<file path="config.mk">
export PLATFORM = sky130hd
export DESIGN_NAME = stencil_host_sequencer
export DESIGN_NICKNAME = d
export VERILOG_FILES = /design/src/rtl/stencil_host_sequencer.sv
export SDC_FILE = /design/constraint.sdc
export NUM_CORES = 1
export LEC_CHECK = 0
export CORE_MARGIN = 2
export CORE_UTILIZATION = 45
export DETAILED_ROUTE_END_ITERATION = 7
export MAX_ROUTING_LAYER = met4
export PLACE_DENSITY = 0.76
export SYNTH_ARGS = -nofsm -noshare
export SYNTH_HDL_FRONTEND = slang
export SYNTH_SLANG_ARGS = --single-unit
</file>
<file path="constraint.sdc">
create_clock -name clk -period 5 [get_ports clk]
set_input_delay 1.5 -clock clk [delete_from_list [all_inputs] [get_ports clk]]
set_output_delay 1.5 -clock clk [all_outputs]
set_load 0.03 [all_outputs]
</file>
<file path="src/rtl/stencil_host_sequencer.sv">
// Host-side initiator for the stencil solver pin protocol: turns single-word
// commands into registered solver pin cycles and returns READ data.
module stencil_host_sequencer #(
   parameter int unsigned CELLS   = 64,
   parameter int unsigned ADDR_W  = 6,
   parameter int unsigned TEMP_W  = 4,
   parameter int unsigned SWEEP_W = 16
) (
   input  logic               clk,
   input  logic               rst,
   input  logic               cmd_valid,
   output logic               cmd_ready,
   input  logic [1:0]         cmd_op,
   input  logic [ADDR_W-1:0]  cmd_addr,
   input  logic [TEMP_W-1:0]  cmd_data,
   input  logic [SWEEP_W-1:0] cmd_count,
   input  logic               abort,
   output logic               rsp_valid,
   output logic [TEMP_W-1:0]  rsp_data,
   output logic               busy,
   output logic [SWEEP_W-1:0] sweeps_done,
   output logic               err,
   output logic [7:0]         sol_ui,
   output logic [7:0]         sol_uio_in,
   input  logic [7:0]         sol_uio_out,
   input  logic [7:0]         sol_uio_oe
);

   typedef enum logic [2:0] {
      S_IDLE, S_WRITE, S_CONFIG, S_RUN, S_RD_ADDR, S_RD_SAMPLE
   } state_t;

   typedef enum logic [1:0] {
      OP_WRITE = 2'd0, OP_CONFIG = 2'd1, OP_RUN = 2'd2, OP_READ = 2'd3
   } op_t;

   localparam logic [ADDR_W-1:0] LP_LAST_CELL = ADDR_W'(CELLS - 1);
   localparam logic [7:0]        LP_IDLE_UI   = 8'h80;

   state_t               r_state, w_state_nxt;
   logic [7:0]           r_sol_ui, w_sol_ui_nxt;
   logic [7:0]           r_sol_uio_in, w_sol_uio_in_nxt;
   logic                 r_cmd_ready;
   logic                 r_rsp_valid, w_rsp_valid_nxt;
   logic [TEMP_W-1:0]    r_rsp_data, w_rsp_data_nxt;
   logic [SWEEP_W-1:0]   r_sweeps, w_sweeps_nxt;
   logic                 r_err, w_err_nxt;
   logic [ADDR_W-1:0]    r_cell, w_cell_nxt;
   logic [SWEEP_W-1:0]   r_remain, w_remain_nxt;
   logic                 r_abort, w_abort_nxt;

   logic w_accept, w_wrap, w_run_last, w_unused_uio;

   assign w_accept   = cmd_valid & r_cmd_ready & (r_state == S_IDLE);
   assign w_wrap     = (r_cell == LP_LAST_CELL);
   // A zero-count RUN leaves r_remain at 0; otherwise RUN only ends on a wrap
   // so the solver's cell index is back at 0.
   assign w_run_last = (r_remain == '0) |
                       (w_wrap & ((r_remain == SWEEP_W'(1)) | r_abort | abort));
   assign w_unused_uio = ^sol_uio_out[7:TEMP_W];

   always_ff @(posedge clk or posedge rst) begin
      if (rst) r_state <= S_IDLE;
      else     r_state <= w_state_nxt;
   end

   always_comb begin
      w_state_nxt = r_state;
      case (r_state)
         S_IDLE: begin
            if (w_accept) begin
               case (cmd_op)
                  OP_WRITE:  w_state_nxt = S_WRITE;
                  OP_CONFIG: w_state_nxt = S_CONFIG;
                  OP_RUN:    w_state_nxt = S_RUN;
                  default:   w_state_nxt = S_RD_ADDR;
               endcase
            end
         end
         S_WRITE, S_CONFIG: w_state_nxt = S_IDLE;
         S_RUN:             if (w_run_last) w_state_nxt = S_IDLE;
         S_RD_ADDR:         w_state_nxt = S_RD_SAMPLE;
         S_RD_SAMPLE:       w_state_nxt = S_IDLE;
         default:           w_state_nxt = S_IDLE;
      endcase
   end

   always_comb begin
      w_sol_ui_nxt     = LP_IDLE_UI;
      w_sol_uio_in_nxt = '0;
      w_rsp_valid_nxt  = 1'b0;
      w_rsp_data_nxt   = r_rsp_data;
      w_sweeps_nxt     = r_sweeps;
      w_err_nxt        = r_err;
      w_cell_nxt       = r_cell;
      w_remain_nxt     = r_remain;
      w_abort_nxt      = r_abort;
      case (r_state)
         S_IDLE: begin
            if (w_accept) begin
               case (cmd_op)
                  OP_WRITE: begin
                     w_sol_ui_nxt     = {2'b01, cmd_addr};
                     w_sol_uio_in_nxt = 8'(cmd_data);
                  end
                  OP_CONFIG: begin
                     w_sol_ui_nxt     = {2'b11, 5'b0, cmd_addr[0]};
                     w_sol_uio_in_nxt = 8'(cmd_data);
                  end
                  OP_RUN: begin
                     w_sweeps_nxt = '0;
                     w_remain_nxt = cmd_count;
                     w_cell_nxt   = '0;
                     w_abort_nxt  = 1'b0;
                     w_sol_ui_nxt = (cmd_count != '0) ? 8'h00 : LP_IDLE_UI;
                  end
                  default: w_sol_ui_nxt = {2'b10, cmd_addr};
               endcase
            end
         end
         S_RUN: begin
            if (r_remain != '0) begin
               w_cell_nxt = r_cell + ADDR_W'(1);
               if (abort) w_abort_nxt = 1'b1;
               if (w_wrap) begin
                  w_sweeps_nxt = r_sweeps + SWEEP_W'(1);
                  w_remain_nxt = r_remain - SWEEP_W'(1);
               end
            end
            if (!w_run_last) w_sol_ui_nxt = 8'h00;
         end
         S_RD_ADDR: begin
            w_rsp_valid_nxt = 1'b1;
            w_rsp_data_nxt  = sol_uio_out[TEMP_W-1:0];
            if (sol_uio_oe != 8'hFF) w_err_nxt = 1'b1;
         end
         default: ;
      endcase
   end

   always_ff @(posedge clk or posedge rst) begin
      if (rst) begin
         r_sol_ui     <= LP_IDLE_UI;
         r_sol_uio_in <= '0;
         r_cmd_ready  <= 1'b0;
         r_rsp_valid  <= 1'b0;
         r_rsp_data   <= '0;
         r_sweeps     <= '0;
         r_err        <= 1'b0;
         r_cell       <= '0;
         r_remain     <= '0;
         r_abort      <= 1'b0;
      end else begin
         r_sol_ui     <= w_sol_ui_nxt;
         r_sol_uio_in <= w_sol_uio_in_nxt;
         r_cmd_ready  <= (w_state_nxt == S_IDLE);
         r_rsp_valid  <= w_rsp_valid_nxt;
         r_rsp_data   <= w_rsp_data_nxt;
         r_sweeps     <= w_sweeps_nxt;
         r_err        <= w_err_nxt;
         r_cell       <= w_cell_nxt;
         r_remain     <= w_remain_nxt;
         r_abort      <= w_abort_nxt;
      end
   end

   assign cmd_ready   = r_cmd_ready;
   assign rsp_valid   = r_rsp_valid;
   assign rsp_data    = r_rsp_data;
   assign busy        = (r_state != S_IDLE);
   assign sweeps_done = r_sweeps;
   assign err         = r_err;
   assign sol_ui      = r_sol_ui;
   assign sol_uio_in  = r_sol_uio_in;

endmodule

</file>
Word level (Yosys, flattened, before mapping) --
Index checks and enable logic that the tools add are counted.
Storage, ports and cells: bits in registers 65, output and inout bits 40, logic and storage cells 77, bits of input ports 48
Operators by class: add/subtract/negate cells 3, multiplexer cells 32, eq/ne operators 12, reduce and logical (&&, ||, !) cells 13, bitwise gates (word level) 6
Operator list (count):
- 16-bit two-way mux | 8
- 16-bit case mux with 2 select lines | 2
- 16-bit nonzero test | 2
- 8-bit two-way mux | 3
- 8-bit case mux with 3 select lines | 1
- 6-bit two-way mux | 3
- 3-bit case mux with 3 select lines | 2
- 16-bit by 1-bit adder with 16-bit output, second input constant | 1
- 16-bit by 1-bit == test with 1-bit output, second input constant | 1
- 16-bit zero test | 1
- 8-bit case mux with 2 select lines | 1
- 16-bit by 1-bit subtractor with 16-bit output, second input constant | 1
- 4-bit two-way mux | 3
- 6-bit case mux with 2 select lines | 1
- 5-bit AND reduction | 2
- 2-bit inequality test, second input constant | 4
- 8-bit inequality test, second input constant | 1
- 6-bit by 1-bit adder with 6-bit output, second input constant | 1
- 6-bit == test, second input constant | 1
- 3-bit zero test | 2
- 3-bit two-way mux | 2
- 1-bit two-way mux | 5
- 4-bit AND reduction | 1
- 1-bit AND | 3
- other kinds (12) | 14

Logic depth before layout (Yosys ltp) --
word-level depth 8, gate-level depth with buffers 9, depth with buffers taken out 7

Least setup slack after synthesis --
OpenSTA, ideal clock, no wires.
path type in2reg, start input cmd_op[0], end register r_sweeps[10] (netlist: sweeps_done[10]), path slack 1606 ps, stages on the path 8, arrival 3316 ps, setup time 78 ps, cells stage by stage inv_1 -> ha_1 -> inv_1 -> or3_4 -> a221o_1 -> buf_2 -> or4_1 -> a21oi_1
Between the ends: cells in the longest elaborated chain, start to end 3
Ends and longest elaborated chain:
- start: declaration | RTL line 13 | input logic [1:0] cmd_op,
- 2-bit == test | RTL line 101 | case (cmd_op)
- 2-bit by 1-bit inequality test with 1-bit output (no line)
- 5-bit AND reduction (no line)
- end signal: assignment | RTL line 159 | r_sweeps <= w_sweeps_nxt;
- end: declaration | RTL line 46 | logic [SWEEP_W-1:0] r_sweeps, w_sweeps_nxt;
Every way passes these cells. A chain may end at the register's enable or synchronous reset.

Worst setup path after layout --
Ends and elaborated chain as after synthesis.

==> out/qor.txt <==
==============================================================================
Synth area leader                                                      dfrtp_1
Source of the worst register-to-register timing path               r_remain[5]
Share of Yosys cell area claimed by the top area cell type              47.32%
Initial antenna violation count                                              0
Actual slew at the worst max-slew pin                                 1.130 ns
Vias                                                                      2917
Layout Skew                                                         0.01232 ns
Post-place setup slack                                               0.7534 ns
Post-CTS Repair Setup Buffers                                                0
Reg2Reg Depth                                                                6
Crit-path max cell delay                                               0.63 ns
Number of detailed-routing iterations run before antenna repair              4
Combined global-route utilization of all metal layers                   21.54%
Unique cell type count in the Yosys netlist                                 44
Endpoint of the worst hold path                                            err
Clock period minus final worst setup slack                            3.888 ns
Effective utilization at floorplan                                      46.70%
Count of mapped cells out of synthesis                                     347
Status                                                            finished clean
Count of final setup violators                                               0
Number of max-cap violations                                                 0
Detailed-placement wirelength estimate                                 5353 um
DRC viols                                                                    0
RSZ-0062 raised after global routing                                     false
Total power                                                         0.002027 W
Register-to-register path setup slack                                  1.86 ns
Layout net count                                                           478
Largest net degree at the start of global routing                           47
Sort of element at the start of the critical path                    input pin
Smallest hold slack                                                  0.4654 ns
Post-CTS Hold Fix Bufs                                                       0
Sort of element at the end of the critical path                       register
First-pass GRT wire length                                            12460 um
Library cell appearing most often on the critical path                   inv_1
Path category of the worst min-delay check                        register to register
Worst hold path depth                                                        1
Overall die width                                                     87.97 um
Achievable Freq                                                     0.2572 GHz
Internal power contribution                                         0.001242 W
Root buffer cell                                                      clkbuf_8
Final std cell area, no fill                                      0.004222 mm2
Pwr/cell area                                                     480.2 mW/mm2
Antenna diode instance count                                                 0
Capturing point of the worst reg2reg path                          r_remain[2]
Number of synthesis warnings                                                 0
Number of vias per cell                                                  5.588
CTS tree                                                                  done
Proportion of total power due to net switching                          38.72%
Critical-path maximum fanout                                                28
Leakage Power                                                         1.765 nW
CTS buffer count                                                             9
Worst setup path category                                         input pin to register
Biggest area contributors in the synthesized netlist              dfrtp_1, o21ai_0, a21oi_1, nor2_1, or4_1
Cell with the biggest individual delay on the critical path            a221o_1
Gpl congestion                                                          0.8819
CTS resizes                                                                  0
Layout cells sized above 1                                              7.277%
Post-synthesis instance area                                      0.003173 mm2
Max IR drop VDD                                                       281.2 uV
Total wire length after detailed routing                               7678 um
Share of the cycle needed by the critical path after routing            77.75%
Die span in y                                                         87.97 um
Commonest non-fill, non-tap cell in the layout                    clkdlybuf4s50_1
Synthesis-stage register bit count                                          61
Maximum level of the CTS H-tree                                              3
Remaining antenna violation count after routing                              0
Starting DRT DRC Count                                                     165
Final total negative setup slack                                          0 ns
Post-synthesis area per instance                                     9.144 um2
Count of port buffers added during placement                                79
Endpoints failing hold                                                       0
Skew-Pair Late Insertion Delay                                         0.34 ns
Largest buffer count on any clock path                                       2
Commonest cells after routing, fill and taps aside                clkdlybuf4s50_1, dfrtp_1, o21ai_0
Number of placement rows                                                    30
Clock Power Share                                                        23.1%
Vias in the first global route                                            2717
Number of pins with negative max-slew slack in the final report              0
Seq/Total Area, Yosys                                                   48.15%
Routed len/inst                                                       14.71 um
Clock sinks                                                                 61
Data arrival time at the worst-slack endpoint                          4.16 ns
Data required time at the worst endpoint                               5.27 ns
Area after DPL                                                    0.004015 mm2
Part of the total power dissipated in sequential elements                39.2%
Reported net switching power                                       0.0007849 W
Logic pwr share                                                          37.7%
Final setup slack of the worst path                                   1.112 ns
Fill cells                                                                 580
Max transition margin                                                   24.50%
Area enclosed by the die boundary                                 0.007739 mm2
# IOs                                                                       88
Cell-by-cell listing of the critical path                         clkdlybuf4s50_1 > inv_1 > ha_1 > inv_1 > or3_4 > a221o_1 > or4_1 > a21oi_1
Worst hold start                                                           err
CTS clock-pin slew for the worst setup and hold paths                  0.07 ns
Remaining Overflow, GRT                                                      0
Syn-to-layout area delta                                                33.04%
Core region area                                                  0.006794 mm2
==============================================================================
-- cells in the mapped netlist --
cell      count
nor4_2        1
o22ai_1       1
a31o_2        1
conb_1        1
or3b_2        1
a32oi_1       1
nor4_1        6
ha_1          9
dfrtp_1      60
a22oi_1       3
a22o_1        1
or4b_2        1
o21ai_0      41
or3_1        10
o211ai_1      1
nor2_1       33
or2_2         2
or2_1         1
o21a_1        1
nor3_1       12
or3_4         1
a21o_1        2
a211oi_1      2
buf_2         3
dfstp_2       1
clkbuf_2      1
o31ai_1       9
mux2_2        5
o311a_1       1
nand2_1      13
clkbuf_1     14
a311o_1       1
or4_1        16
inv_1        10
nand4_1       7
a221o_1       1
nand3_1      11
a21oi_1      39
nand2b_1      1
and2_1       10
buf_4         4
a31oi_1       1
and3_1        5
nor3b_1       2
-- power by group through the flow --
stage          clock network [W]  logic, W  registers, W
5_1_grt                 0.000506  0.000833      0.000820
6_report                0.000469  0.000764      0.000794
4_1_cts                 0.000480  0.000765      0.000791
2_1_floorplan                  0  0.000344      0.000919
3_3_place_gp                   0  0.000744      0.000790
3_5_place_dp                   0  0.000761      0.000800
-- per-stage QoR --
step,util (%),cells
2_1_floorplan,-,350
3_3_place_gp,59.10,506
3_5_place_dp,59.10,506
4_1_cts,62.14,522
5_1_grt,62.14,522
6_report,62.14,522
-- how the worst max path moves through the flow --
| stage | start | end | slack, ns | depth (start not counted) |
|---|---|---|---|---|
| floorplan | cmd_op[0] | sweeps_done[10] | 1.61 | 8 |
| global placement | cmd_op[0] | sweeps_done[10] | 0.82 | 8 |
| detailed placement | cmd_op[0] | sweeps_done[12] | 0.75 | 8 |
| CTS | cmd_op[0] | sweeps_done[12] | 1.12 | 8 |
| global route | cmd_op[0] | r_remain[5] | 0.95 | 9 |
| finish | cmd_op[0] | sweeps_done[10] | 1.11 | 8 |
-- cell families after synthesis --
group                    synth area share (%)
adder cells (fa/ha/maj)                 3.549
other                                  0.1182
flip-flops                              48.15
AND/OR/NAND/NOR                         22.95
AO/OA/AOI/OAI                           19.05
multiplexers                            1.774
buffers and inverters                   4.416
-- flip-flops by register name, indices dropped and copies added (netlist names) --
name	count
sweeps_done	16
r_abort	1
sol_ui	8
err	1
r_remain	16
r_state	3
cmd_ready	1
r_cell	6
rsp_data	4
sol_uio_in	4
rsp_valid	1
-- layout make-up --
cell class / count / area [um2] / share of cell area (%)
tap: 96 / 120.1 / 2.845
sequential: 61 / 1528 / 36.19
clock inverter: 5 / 75.07 / 1.778
inverter: 10 / 37.54 / 0.8892
multi-input combinational: 257 / 1516 / 35.92
clock buffer: 11 / 131.4 / 3.112
timing repair buffer: 82 / 813.3 / 19.26
-- critical path: cells and delay by family --
kind	cells	cell delay, ns
compound gates	2	0.77
buf+inv	3	0.66
simple gates	2	1.03
fa+ha+maj	1	0.19
-- layer usage --
metal | vias up | GRT usage (%) | wire length, um
met5 | - | - | 0
li1 | 1415 | - | -
met2 | 85 | 35.06 | 3791
met1 | 1399 | 25.12 | 3367
met3 | 18 | 4.618 | 337
met4 | 0 | 10.91 | 182
No activity file was read; power rests on OpenSTA's default activity.
